**src/rtl/fifo_arb_pkg.sv**
```systemverilog
// Shared constants for the FIFO scheduler: sizes, FSM state codes and slot indices.
// The optional watermark logic in fifo_arb is enabled by defining FIFO_ARB_WMARK_EN.
package fifo_arb_pkg;

  localparam int DW       = 8;
  localparam int DEPTH    = 16;
  localparam int CW       = 5;
  localparam int AF_LEVEL = 12;

  localparam logic [0:0] ST_RUN   = 1'b0;
  localparam logic [0:0] ST_FLUSH = 1'b1;

  localparam logic [1:0] SLOT_W0 = 2'd0;
  localparam logic [1:0] SLOT_W1 = 2'd1;
  localparam logic [1:0] SLOT_RD = 2'd2;

  // Next slot in the W0 -> W1 -> RD -> W0 rotation; an illegal code maps back to W0.
  function automatic logic [1:0] slot_next(input logic [1:0] s);
    return (s >= SLOT_RD) ? SLOT_W0 : s + 2'd1;
  endfunction

endpackage

```
**src/rtl/fifo_arb_rr_arb3.sv**
```systemverilog
// Combinational three-way round-robin picker: the search starts at the slot
// after rr_ptr and the first eligible slot wins.
module rr_arb3
  import fifo_arb_pkg::*;
(
  input  logic [2:0] elig,
  input  logic [1:0] rr_ptr,
  output logic [2:0] gnt,
  output logic [1:0] win,
  output logic       any
);

  logic [1:0] c0;
  logic [1:0] c1;
  logic [1:0] c2;

  assign c0 = slot_next(rr_ptr);
  assign c1 = slot_next(c0);
  assign c2 = slot_next(c1);

  always_comb begin
    gnt = 3'b000;
    win = rr_ptr;
    any = 1'b0;
    if (elig[c0]) begin
      gnt[c0] = 1'b1;
      win     = c0;
      any     = 1'b1;
    end else if (elig[c1]) begin
      gnt[c1] = 1'b1;
      win     = c1;
      any     = 1'b1;
    end else if (elig[c2]) begin
      gnt[c2] = 1'b1;
      win     = c2;
      any     = 1'b1;
    end
  end

endmodule

```
**src/rtl/fifo_arb.sv**
```systemverilog
// Scheduler for the shared 16x8 FIFO slot: two writers, one reader, occupancy flags, flush.
// Define FIFO_ARB_WMARK_EN for the registered almost_full flag and starvation-escape write throttling.
module fifo_arb
  import fifo_arb_pkg::*;
#(
  parameter int DW       = fifo_arb_pkg::DW,
  parameter int DEPTH    = fifo_arb_pkg::DEPTH,
  parameter int CW       = fifo_arb_pkg::CW,
  parameter int AF_LEVEL = fifo_arb_pkg::AF_LEVEL
) (
  input  logic          ck,
  input  logic          rst,
  input  logic          req0,
  input  logic [DW-1:0] din0,
  output logic          gnt0,
  input  logic          req1,
  input  logic [DW-1:0] din1,
  output logic          gnt1,
  input  logic          rd_req,
  output logic          rd_ack,
  input  logic          flush,
  output logic          flush_busy,
  output logic [DW-1:0] fifo_din,
  output logic          fifo_wen_n,
  output logic          fifo_ren_n,
  output logic [CW-1:0] count,
  output logic          empty,
  output logic          full,
  output logic          almost_full,
  output logic          state_dbg
);

  // Handshake: a requester raises req (or rd_req) and holds it, with stable din,
  // until it sees gnt (or rd_ack) in the same cycle; the transfer happens on the
  // rising ck that ends that cycle. A grant never waits for an earlier edge.

  logic [0:0]    state_q, state_d;
  logic [CW-1:0] count_q, count_d;
  logic [1:0]    rr_ptr_q, rr_ptr_d;

  logic          is_full;
  logic          is_empty;
  logic          wr_ok0;
  logic          wr_ok1;
  logic [2:0]    elig;
  logic [2:0]    pick;
  logic [1:0]    win;
  logic          any;

  assign is_full  = (count_q == CW'(DEPTH));
  assign is_empty = (count_q == '0);

`ifdef FIFO_ARB_WMARK_EN
  logic       af_q, af_d;
  logic [2:0] starv0_q, starv0_d;
  logic [2:0] starv1_q, starv1_d;

  // A writer held off by the watermark becomes eligible again after 7 straight denials.
  assign wr_ok0 = !af_q || (starv0_q == 3'd7);
  assign wr_ok1 = !af_q || (starv1_q == 3'd7);
`else
  assign wr_ok0 = 1'b1;
  assign wr_ok1 = 1'b1;
`endif

  assign elig = {rd_req & ~is_empty,
                 req1 & ~is_full & wr_ok1,
                 req0 & ~is_full & wr_ok0};

  rr_arb3 u_rr_arb3 (
    .elig   (elig),
    .rr_ptr (rr_ptr_q),
    .gnt    (pick),
    .win    (win),
    .any    (any)
  );

  always_comb begin
    state_d    = state_q;
    count_d    = count_q;
    rr_ptr_d   = rr_ptr_q;
    gnt0       = 1'b0;
    gnt1       = 1'b0;
    rd_ack     = 1'b0;
    fifo_wen_n = 1'b1;
    fifo_ren_n = 1'b1;
    fifo_din   = '0;
    // Strobes stay idle throughout reset so the FIFO never sees a stray operation.
    if (!rst) begin
      case (state_q)
        ST_FLUSH: begin
          if (!is_empty) begin
            fifo_ren_n = 1'b0;
            count_d    = count_q - CW'(1);
          end else begin
            state_d = ST_RUN;
          end
        end
        default: begin
          if (flush) begin
            state_d = ST_FLUSH;
          end else if (any) begin
            rr_ptr_d = win;
            if (pick[SLOT_W0]) begin
              gnt0       = 1'b1;
              fifo_wen_n = 1'b0;
              fifo_din   = din0;
              count_d    = count_q + CW'(1);
            end else if (pick[SLOT_W1]) begin
              gnt1       = 1'b1;
              fifo_wen_n = 1'b0;
              fifo_din   = din1;
              count_d    = count_q + CW'(1);
            end else begin
              rd_ack     = 1'b1;
              fifo_ren_n = 1'b0;
              count_d    = count_q - CW'(1);
            end
          end
        end
      endcase
    end
  end

  always_ff @(posedge ck or posedge rst) begin
    if (rst) begin
      state_q  <= ST_RUN;
      count_q  <= '0;
      rr_ptr_q <= SLOT_RD;
    end else begin
      state_q  <= state_d;
      count_q  <= count_d;
      rr_ptr_q <= rr_ptr_d;
    end
  end

`ifdef FIFO_ARB_WMARK_EN
  always_comb begin
    af_d     = af_q;
    starv0_d = 3'd0;
    starv1_d = 3'd0;
    if (count_d >= CW'(AF_LEVEL)) begin
      af_d = 1'b1;
    end else if (count_d <= CW'(AF_LEVEL - 4)) begin
      af_d = 1'b0;
    end
    if (state_q == ST_RUN && req0 && !gnt0) begin
      starv0_d = (starv0_q == 3'd7) ? 3'd7 : starv0_q + 3'd1;
    end
    if (state_q == ST_RUN && req1 && !gnt1) begin
      starv1_d = (starv1_q == 3'd7) ? 3'd7 : starv1_q + 3'd1;
    end
  end

  always_ff @(posedge ck or posedge rst) begin
    if (rst) begin
      af_q     <= 1'b0;
      starv0_q <= 3'd0;
      starv1_q <= 3'd0;
    end else begin
      af_q     <= af_d;
      starv0_q <= starv0_d;
      starv1_q <= starv1_d;
    end
  end

  assign almost_full = af_q;
`else
  assign almost_full = 1'b0;
`endif

  assign count      = count_q;
  assign empty      = is_empty;
  assign full       = is_full;
  assign flush_busy = (state_q == ST_FLUSH);
  assign state_dbg  = state_q[0];

endmodule

```
**config.mk**
```make
export PLATFORM = sky130hd
export DESIGN_NAME = fifo_arb
export DESIGN_NICKNAME = d
export VERILOG_FILES = /design/src/rtl/fifo_arb_pkg.sv /design/src/rtl/fifo_arb_rr_arb3.sv /design/src/rtl/fifo_arb.sv
export SDC_FILE = /design/constraint.sdc
export NUM_CORES = 1
export LEC_CHECK = 0
export ABC_AREA = 1
export CELL_PAD_IN_SITES_DETAIL_PLACEMENT = 2
export CELL_PAD_IN_SITES_GLOBAL_PLACEMENT = 2
export CORE_AREA = 4 4 79 81
export CTS_BUF_LIST = sky130_fd_sc_hd__clkbuf_4
export CTS_CLUSTER_SIZE = 28
export DETAILED_ROUTE_END_ITERATION = 6
export DIE_AREA = 0 0 83 85
export GPL_TIMING_DRIVEN = 0
export HOLD_SLACK_MARGIN = 0.15
export PLACE_DENSITY_LB_ADDON = 0.1
export SLEW_MARGIN = 25
export SYNTH_ARGS = -nofsm -noshare
export SYNTH_HDL_FRONTEND = slang
export SYNTH_HIERARCHICAL = 1
export SYNTH_SLANG_ARGS = --single-unit
```
**constraint.sdc**
```tcl
create_clock -name ck -period 2.08 [get_ports ck]
set_input_delay 0.208 -clock ck [delete_from_list [all_inputs] [get_ports ck]]
set_output_delay 0.208 -clock ck [all_outputs]
set_load 0.01 [all_outputs]
```
; Yosys cells after proc, flatten, opt, wreduce, memory -nomap -nowiden
; Cells that the tools add are included.
; W data, S select, Z words.
[op_classes]
reduce_logical = 8
n_lt_le_gt_ge = 9
bitwise_logic = 8
eq_ne = 3
n_addsub = 5
mux = 66
[ops]
columns = cell, count
row1 = $mux W8, 6
row2 = $mux W1, 39
row3 = $mux W5, 6
row4 = $mux W2, 9
row5 = $lt A2 B3 Y1 const B, 3
row6 = $add A2 B1 Y2 const B, 3
row7 = $bmux W1 S2, 3
row8 = $demux W1 S2, 3
row9 = $ge A2 B1 Y1 const B, 3
row10 = $ge A2 B2 Y1 const B, 3
row11 = $add A5 B1 Y5 const B, 1
row12 = $eq A5 B5 Y1 const B, 1
row13 = $logic_not A5 Y1, 1
row14 = $not A1 Y1, 5
row15 = $reduce_and A5 Y1, 1
row16 = $sub A5 B1 Y5 const B, 1
row17 = $reduce_and A4 Y1, 1
row18 = $and A1 B1 Y1, 3
row19 = $logic_and A1 B1 Y1, 3
row20 = $reduce_bool A3 Y1, 1
row21 = $ne A2 B1 Y1 const B, 1
row22 = $ne A2 B2 Y1 const B, 1
row23 = $reduce_bool A2 Y1, 1
[totals]
word_cells = 102
ff_bits = 8
out_inout_bits = 23

; Depth between registers and ports, before layout
[depth]
word_depth = 19
depth_mapped = 20
depth_no_buf = 20

; Cells and area by module
; Netlist, hierarchy kept.
[by_module_without_submodules]
columns = module, instances, cells_each, area_per_inst_um2, seq_area_each_um2
row1 = fifo_arb, 1, 128, 758.2, 201.4
row2 = rr_arb3, 1, 42, 226.5, 0.0

; Worst setup path before layout
; No wires, ideal clock.
[synth_path]
kind = register -> output
start = register count_q[0], in the netlist count[0]
end = output fifo_din[0]
required_ns = 1.872
setup_slack_ns = -0.358
path_stages_with_launch = 17
arrival_ns = 2.230
path_cell_list = dfrtp_1 > inv_1 > ha_1 > nand2_1 > nor2_1 > inv_1 > o21ai_0 > inv_1 > nand2_1 > inv_1 > nor2_4 > nand2_1 > nand2_1 > inv_1 > nor3_4 > nand2_1 > nand2_1
[synth_via]
elab_chain_len = 14
word_cells_on_any_way = 25
[synth_rtl]
columns = item, line_no
row1 = start: declaration, fifo_arb.sv:38  ; logic [CW-1:0] count_q, count_d;
row2 = start signal: assignment, fifo_arb.sv:132  ; count_q <= count_d;
row3 = $eq A5 B5 Y1 (*), fifo_arb.sv:50  ; assign is_full = (count_q == CW'(DEPTH));
row4 = $not A1 Y1 (*), fifo_arb.sv:68  ; req0 & ~is_full & wr_ok0};
row5 = $and A1 B1 Y1 (*), fifo_arb.sv:68
row6 = named net elig[0], fifo_arb.sv:45  ; logic [2:0] elig;
row7 = $bmux W1 S2, fifo_arb_rr_arb3.sv:33  ; end else if (elig[c2]) begin
row8 = $mux W1 (implied by the code), fifo_arb_rr_arb3.sv:33
row9 = $mux W2, fifo_arb_rr_arb3.sv:33
row10 = $mux W2, fifo_arb_rr_arb3.sv:29  ; end else if (elig[c1]) begin
row11 = $mux W2 (*), fifo_arb_rr_arb3.sv:25  ; if (elig[c0]) begin
row12 = named net pick[1], fifo_arb.sv:46  ; logic [2:0] pick;
row13 = $mux W8 (*), fifo_arb.sv:109  ; end else if (pick[SLOT_W1]) begin
row14 = $mux W8 (*), fifo_arb.sv:104  ; if (pick[SLOT_W0]) begin
row15 = $mux W8 (*), fifo_arb.sv:102  ; end else if (any) begin
row16 = $mux W8 (*), fifo_arb.sv:100  ; if (flush) begin
row17 = $mux W8 (*), fifo_arb.sv:90  ; case (state_q)
row18 = $mux W8 (*), fifo_arb.sv:89  ; if (!rst) begin
row19 = end: declaration, fifo_arb.sv:23  ; output logic [DW-1:0] fifo_din,
; Mark *: on every way through the listed nets, which the timed path passes. The rest lies on a longest branch. The select of a mux whose other input is x is not followed.

; Final worst setup path
[layout_path]
start = register count_q[0], in the netlist count[0]
end = output fifo_din[0]
[layout_via]
word_cells_on_any_way = 25
[layout_lines]
columns = item, line_no
row1 = $eq A5 B5 Y1 (*), fifo_arb.sv:50
row2 = $not A1 Y1 (*), fifo_arb.sv:68
row3 = $and A1 B1 Y1 (*), fifo_arb.sv:68
row4 = named net elig[0], fifo_arb.sv:45
row5 = $bmux W1 S2, fifo_arb_rr_arb3.sv:33
row6 = $mux W1 (implied by the code), fifo_arb_rr_arb3.sv:33
row7 = $mux W1, fifo_arb_rr_arb3.sv:33
row8 = $mux W1, fifo_arb_rr_arb3.sv:29
row9 = $mux W1 (*), fifo_arb_rr_arb3.sv:25
row10 = named net any, fifo_arb.sv:48  ; logic any;
row11 = $mux W8 (*), fifo_arb.sv:102
row12 = $mux W8 (*), fifo_arb.sv:100
row13 = $mux W8 (*), fifo_arb.sv:90
row14 = $mux W8 (*), fifo_arb.sv:89
; Marks and branches as above.

==> reports/results.txt <==
Clock Latency Late Sink: 0.27 ns
critical path's slowest cell: dfrtp_2
CP dominant cell by count: inv_2
Die H: 85 µm
placer's final routability congestion estimate: 0.718
CTS tree: yes
max cap viols: 0
Total Nets Final: 266
GR Util All Layers: 11.7%
total global routing overflow: 0
Fmax: 0.378 GHz
CP Max Fanout: 5
slowest stage delay, CP: 0.38 ns
worst hold slack: 0.339 ns
H-tree levels: 1
clock network power share: 6.4%
largest net degree at the start of global routing: 10
failing checks: setup timing
first-pass GRT wire length: 6890 µm
critical path data arrival time: 2.43 ns
vias per cell: 4.24
vias in the first global route: 1478
syn avg cell area: 5.79 µm²
Routed WL per cell: 13.9 µm
Final period util: 127%
FP Rows: 27
total chip power: 2390 µW
die area: 0.00706 mm²
clk slew on worst S/H paths: 0.07 ns
Int Power: 1190 µW
vias: 1327
critical path class: reg -> out
initial core utilization: 17.8%
status: finished with violations
Worst setup EP type: output port
Critical Path Start Type: register
Layout Area Growth over Synthesis: 91.5%
YS warnings: 6
CTS Root Cell: clkbuf_4
CTS Buf Count: 3
Cell Chain, Critical Path: inv_2 > ha_4 > nand2_4 > nor2_4 > inv_2 > o21ai_2 > inv_2 > nand3_2 > nand2_2 > nor2_4 > nand3_2 > inv_2 > nor2_4 > nand2_4 > nor3_4 > buf_6 > nand2_1 > nand2_2 > buf_6
peak supply drop: 424 µV
DRT Pass-1 Iters: 4
Fin Setup TNS: -7.68 ns
WP data required: 1.87 ns
final setup violation count: 20
drc violations: 0
share of post-route cells with drive strength above 1: 47.7%
Placed Cells: 283
synthesized area: 973 µm²
DR iter-0 viols: 24
power share of the sequential group: 15.4%
fin crit period: 2.64 ns
buffer and inverter count on the worst path: 6
final wirelength: 4350 µm
Antenna diodes: 0
syn nets: 192
port buffer count: 43
IO Pins: 45
Psw: 1200 µW
initial antenna violation count: 0
Max Slew Vio Count: 0
clk sinks: 8
cell count after synthesis: 168
fin worst setup slack: -0.562 ns
Die X-Extent: 83 µm
cts hold-fix bufs: 0
Combinational Power Share: 78.2%
LEAKAGE: 0.000975 µW
RSZ-0062 raised after global routing: yes
Final Hold Viols: 0
Non-Filler Instances: 313
Bufs on Longest Clock Path: 2
power per cell area: 1280 mW/mm²
Switching Fraction: 50.3%
critical path's top delay family: simple AND/OR/NAND/NOR gates
setup clock skew after layout: 0.00721 ns
Core ar.: 0.00547 mm²
Hold/Removal Path Class: in -> async
Post-DP HPWL: 3140 µm
Post-DRT Antenna Nets: 0
[flip-flops by register name (all words and copies together), names as in the netlist]
| name | flops |
|---|---|
| count | 5 |
| rr_ptr_q | 2 |
| flush_busy | 1 |
[worst paths after layout]
kind | start | slack [ns] | endpoint | depth (start not counted)
max | count[0]$_DFFE_PP0P_ | -0.56 | fifo_din[0] | 19
min | rst | 0.34 | flush_busy$_DFFE_PP0N_ | 2
max reg2reg | count[1]$_DFFE_PP0P_ | -0.24 | count[4]$_DFFE_PP0P_ | 20
min reg2reg | rr_ptr_q[0]$_DFFE_PP0P_ | 0.51 | rr_ptr_q[0]$_DFFE_PP0P_ | 2
max in group asynchronous | rst | 1.42 | rr_ptr_q[1]$_DFFE_PP1P_ | 2
min in group ck | rr_ptr_q[0]$_DFFE_PP0P_ | 0.51 | rr_ptr_q[0]$_DFFE_PP0P_ | 2
[layout make-up]
cell class,count,area (µm²)
clock buffer,4,30.0
inverter,28,110
buffer,3,26.3
sequential,8,205
timing repair buffer,68,616
multi-input combinational,130,787
tap,72,90.1
fill,677,3610
[power by group through the flow]
stage               sequential, µW  clock, µW  combinational, µW
floorplan                      371          0                872
global placement               370          0               1340
detailed placement             377          0               1390
CTS                            359        164               1630
global route                   386        177               2080
finish                         369        153               1870
[routing by layer]
metal / track usage, % / vias up / part of all wire [%]
met5: 0 / - / 0
met4: 2.23 / 0 / 0.69
met3: 3.01 / 2 / 4.7
met2: 21.4 / 40 / 53
met1: 13.8 / 628 / 42
li1: - / 657 / -
[worst register-to-register path, cell delays in order, from the launching register on]
cell     delay, ns
dfrtp_2       0.41
inv_2         0.08
ha_4          0.16
nand2_4       0.05
nor2_4        0.10
inv_2         0.06
o21ai_2       0.14
inv_2         0.09
nand2_4       0.08
inv_2         0.04
nor2_4        0.13
nand2_2       0.06
nand2_2       0.07
buf_4         0.10
nor2_1        0.05
nor2_2        0.19
nand2_1       0.10
nand2_2       0.07
nand3_1       0.08
nand2_1       0.08
nand2_1       0.05
[layout by cell type, fill, tap and decap left out, drive strengths merged, types with 2 or more instances in the layout]
cell type	instances
nand4	2
inv	28
buf	41
clkdlybuf4s50	29
clkbuf	4
nand3	15
nand2	79
ha	2
o21ai	6
nor2	19
dfrtp	7
[what timing repair did]
action | 4_1_cts | 5_1_grt
setup endpoints to repair | 21 | 22
gates resized for setup | 64 | 48
cloned | 2 | 0
pin swaps | 20 | 22
buffers inserted | 15 | 11
[per-stage QoR]
step           setup WS, ns  cell area [µm²]  util [%]
3_3_place_gp         -0.956             1530      27.9
3_5_place_dp          -1.04             1530      27.9
2_1_floorplan        -0.186             1010         -
6_report             -0.562             1860      34.1
4_1_cts              -0.677             1730      31.5
5_1_grt              -0.754             1860      34.1
(Power assumes the default switching activity.)
